<file path="config.mk">
export PLATFORM = sky130hd
export DESIGN_NAME = countdown_mod_n
export DESIGN_NICKNAME = d
export VERILOG_FILES = /design/src/rtl/countdown_mod_n.sv
export SDC_FILE = /design/constraint.sdc
export NUM_CORES = 1
export LEC_CHECK = 0
export CORE_AREA = 2 2 39 41
export DETAILED_ROUTE_END_ITERATION = 8
export DIE_AREA = 0 0 41 43
export GPL_TIMING_DRIVEN = 0
export SYNTH_ARGS = -nofsm -noshare
export SYNTH_HDL_FRONTEND = slang
export SYNTH_SLANG_ARGS = --single-unit
</file>
<file path="constraint.sdc">
create_clock -name clock -period 1.3 [get_ports clock]
set_input_delay 0.39 -clock clock [delete_from_list [all_inputs] [get_ports clock]]
set_output_delay 0.39 -clock clock [all_outputs]
set_load 0.01 [all_outputs]
</file>
<file path="src/rtl/countdown_mod_n.sv">
// Modulo-MODULUS down counter: counts MODULUS-1 .. 0, then either wraps or parks
// in EXPIRED (AUTO_RELOAD), with clamped synchronous load and a cascade borrow pulse.
module countdown_mod_n #(
   parameter int MODULUS     = 7,
   parameter int WIDTH       = 3,
   parameter bit AUTO_RELOAD = 1'b1
) (
   input  logic             clock,
   input  logic             reset,
   input  logic             enable,
   input  logic             load,
   input  logic [WIDTH-1:0] load_value,
   output logic [WIDTH-1:0] value,
   output logic             borrow,
   output logic             zero,
   output logic             expired,
   output logic             load_err
);

   localparam logic [WIDTH-1:0] MAX_VALUE = WIDTH'(MODULUS - 1);
   // One extra bit so MODULUS == 2**WIDTH is representable and every load is in range.
   localparam logic [WIDTH:0]   MOD_EXT   = (WIDTH + 1)'(MODULUS);

   typedef enum logic {
      ST_COUNT   = 1'b0,
      ST_EXPIRED = 1'b1
   } state_t;

   state_t           r_state;
   logic [WIDTH-1:0] r_value;
   logic             r_borrow;
   logic             r_load_err;

   logic             w_load_ok;
   logic             w_at_zero;

   assign w_load_ok = ({1'b0, load_value} < MOD_EXT);
   assign w_at_zero = (r_value == '0);

   // NOTE: state registers use non-blocking assignments so every register samples
   // the pre-edge values; the pulses default low and are only raised on their event.
   always_ff @(posedge clock or posedge reset) begin
      if (reset) begin
         r_state    <= ST_COUNT;
         r_value    <= MAX_VALUE;
         r_borrow   <= 1'b0;
         r_load_err <= 1'b0;
      end else begin
         r_borrow   <= 1'b0;
         r_load_err <= 1'b0;
         if (load) begin
            r_state <= ST_COUNT;
            if (w_load_ok) begin
               r_value <= load_value;
            end else begin
               r_value    <= MAX_VALUE;
               r_load_err <= 1'b1;
            end
         end else if (enable && (r_state == ST_COUNT)) begin
            if (!w_at_zero) begin
               r_value <= r_value - 1'b1;
            end else begin
               r_borrow <= 1'b1;
               if (AUTO_RELOAD) begin
                  r_value <= MAX_VALUE;
               end else begin
                  r_state <= ST_EXPIRED;
               end
            end
         end
      end
   end

   assign value    = r_value;
   assign borrow   = r_borrow;
   assign zero     = w_at_zero;
   assign expired  = (r_state == ST_EXPIRED);
   assign load_err = r_load_err;

endmodule

</file>
# After elaboration in Yosys (flattened, before gate mapping)
# Cells that the tools add are included.
word_totals:
  reg_bits: 5
  input_bits: 7
  output_inout_bits: 7
  word_cells: 16
classes:
  addsub: 1
  n_lt_le_gt_ge: 1
  n_mux: 9
  n_reduce_logical: 2
ops:
  columns: ["op", "n"]
  rows:
  - ["2-to-1 mux 3 bit", 4]
  - ["2-to-1 mux 1 bit", 5]
  - ["logical NOT 3 bit", 1]
  - ["less-than comparator 3 bit, second input constant", 1]
  - ["subtractor 3 x 1 -> 3 bit, second input constant", 1]
  - ["nonzero test 2 bit", 1]

# Logic depth before layout (Yosys ltp)
logic_depth:
  ltp_word: 4
  depth_mapped: 5
  ltp_nobuf: 5

# Least setup slack after synthesis
# No wires, ideal clock.
synth_timing:
  kind: "register to output"
  start: "reg r_value[1], in the netlist value[1]"
  end: "out zero"
  arrival_time_ps: 956
  required_ps: 910
  slack_ps: -46
  path_stages_with_launch: 5
  path_buffers: 0
  path_cell_list: "dfstp_2 inv_1 ha_1 nand2b_4 inv_1"
synth_via:
  elab_chain_cells: 1
synth_lines:
  columns: ["item", "line_no", "rtl"]
  rows:
  - ["from (decl)", "30", "logic [WIDTH-1:0] r_value;"]
  - ["from (signal assigned)", "54", "r_value <= load_value;"]
  - ["from (signal assigned)", "61", "r_value <= r_value - 1'b1;"]
  - ["logical NOT 3 bit", "38", "assign w_at_zero = (r_value == '0);"]
  - ["to (decl)", "15", "output logic zero,"]
# No other way between the ends.

# Worst setup path after layout
# Same ends and word-level chain as after synthesis.

==> results.tsv <==
metric	value	unit
die width	41	um
xor/xnor share of the synthesized area	0	%
top cells by area, synth	dfrtp_1 27%, dfstp_2 19%, ha_1 8.9%	
largest area contributor in the netlist	dfrtp_1	
pin count of the biggest net entering global routing	9	
multiplexer share of the synthesized area	0	%
yosys warns	0	
Total Power	0.5537	mW
Synth cell types	18	
initial antenna violation count	0	
fin crit share	121.7	%
Synth Area in Compound Gates	16.44	%
cell count after synthesis	30	
total vias in the final route	282	
Worst-path clk slew	0.05	ns
root buffer cell	clkbuf_4	
Crit path required time	0.91	ns
critical path class	register to output port	
fraction of layout cells with a size suffix above 1	44.23	%
failing checks	setup timing	
worst hold margin	0.3486	ns
Setup crit end kind	output port	
die height	43	um
PwrDens	1054	nW/um^2
fin crit period	1.582	ns
Worst-Skew Late Latency	0.24	ns
Mean Syn Cell Area	9.384	um^2
slowest stage delay, CP	0.54	ns
final instance area	525.5	um^2
CP Launch Type	register	
Sink Count	5	
cell family with most CP delay	flip-flops	
Rows	14	
Cell Area, Synth	281.5	um^2
fmax	0.6320	GHz
ANT nets after route	0	
first-pass GRT wire length	1.021	mm
# IOs	14	
setup TNS	-0.4708	ns
Syn-to-layout area delta	86.67	%
Routed Wire Length	658	um
TritonCTS Buffers	3	
Met2 Wirelength	336	um
PortBufs	12	
register area share after synthesis	45.33	%
unrepaired setup endpoints after global routing	yes	
dpl ws	-0.4240	ns
CP Max Fanout	2	
Simple-Gate Fraction of Synth Area	18.67	%
highest routed layer	met3	
syn_nets	39	
initial drt markers	6	
outcome	finished with violations	
Final Max Slew Viols	0	
Vias/cell	4.147	
H-tree depth	1	
number of global-route vias before repair	263	
CTS max path bufs	2	
dpl cells	58	
Seq cells post-synth	5	
VDD IR max	0.0003728	V
Initial Util	20.34	%
HPWL after DPL	448.4	um
Most Frequent Cell on Critical Path	inv_2	
largest family of logic cells by synthesized area	simple AND/OR/NAND/NOR gates	
CP Cell Sequence	inv_2 -> ha_4 -> nand2b_4 -> inv_2 -> buf_6	
Setup-failing EPs final	3	
GRT Util Overall	9.668	%
Buf/Inv on CP	3	
metal3 WL	57	um
Yosys top cell area share	26.67	%
Final WS setup	-0.2824	ns
Adder-Cell Fraction of Synth Area	8.889	%
Leak	0.2555	nW
hold crit path type	primary input to async pin	
final hold vios	0	
Final Core Density	37.97	%
Post-DP Area	434.2	um^2
GRT overflow	0	
core area	1384	um^2
most frequent cells in the layout	6 x buf_4, 6 x clkdlybuf4s50_1, 4 x buf_6	
CTS tree	done	
drt pass-1 iters	4	
GPL Wtd Cong	0.7600	
Routed WL per cell	9.676	um
max-cap viol count	0	
die area	1763	um^2
Crit path arrival time	1.19	ns
n_diodes	0	
slowest stage cell, crit path	dfstp_2	
met1 wire length	264	um
DRC viols	0	
nets@finish	62	
Max Clock Skew	0.004016	ns
final std cells w/o fill	68	
==> Yosys cell counts <==
cell / n
buf_4: 1
inv_1: 5
and4_1: 1
nand2b_4: 1
a22oi_1: 1
dfrtp_1: 3
ha_1: 2
nor3_1: 1
o21a_1: 1
a21o_1: 1
nand2_1: 3
a311oi_1: 1
a21oi_1: 1
conb_1: 1
dfstp_2: 2
nor2_1: 1
nand3_1: 2
o21ai_0: 2
==> flip-flops by register name (all words and copies together) (netlist names) <==
register / cells
borrow: 1
load_err: 1
value: 3
==> report_power, final <==
group	internal (mW)	total [mW]	leakage (nW)	switching, mW
Clock	0.116	0.181	0.0150	0.0654
Sequential	0.175	0.187	0.0603	0.0116
Combinational	0.110	0.185	0.180	0.0752
==> logic make-up (layout without fill, tap and decap cells) <==
family | after synthesis | in the layout
other cells | 1 | 1
buf+inv | 6 | 28
compound gates | 7 | 7
simple gates | 9 | 9
flops | 5 | 5
fa+ha+maj | 2 | 2
==> final cells by class <==
type,instances,area (um^2)
Tap cell,16,20.02
Timing Repair Buffer,18,166.4
Clock buffer,4,26.28
Multi-Input combinational cell,19,158.9
Inverter,5,18.77
Buffer,1,7.507
Sequential cell,5,127.6
Fill cell,145,858.3
==> routing by layer <==
| layer | vias up | GRT usage [%] |
|---|---|---|
| li1 | 146 | - |
| met1 | 124 | 10.39 |
| met2 | 12 | 12.50 |
| met3 | 0 | 7.853 |
| met4 | 0 | 6.000 |
| met5 | - | 0 |
==> what timing repair did <==
item | CTS | global route
setup endpoints to repair | 6 | 8
pin swaps | 0 | 4
endpoints found under the hold margin | 0 | 0
setup buffers | 3 | 4
gates resized for setup | 24 | 5
hold buffers | 0 | 0
==> path summary, 6_finish.rpt <==
check	startpoint	slack [ns]	end	cells past startpoint
setup / recovery	value[1]$_DFFE_PP1P_	-0.28	zero	5
hold / removal	reset	0.35	borrow$_DFF_PP0_	2
min in group clock	value[2]$_DFFE_PP1P_	0.58	value[2]$_DFFE_PP1P_	2
max in group asynchronous	reset	0.71	value[1]$_DFFE_PP1P_	2
hold reg to reg	value[2]$_DFFE_PP1P_	0.58	value[2]$_DFFE_PP1P_	2
setup reg to reg	value[1]$_DFFE_PP1P_	-0.03	value[2]$_DFFE_PP1P_	6
No activity file was read; power rests on OpenSTA's default activity.
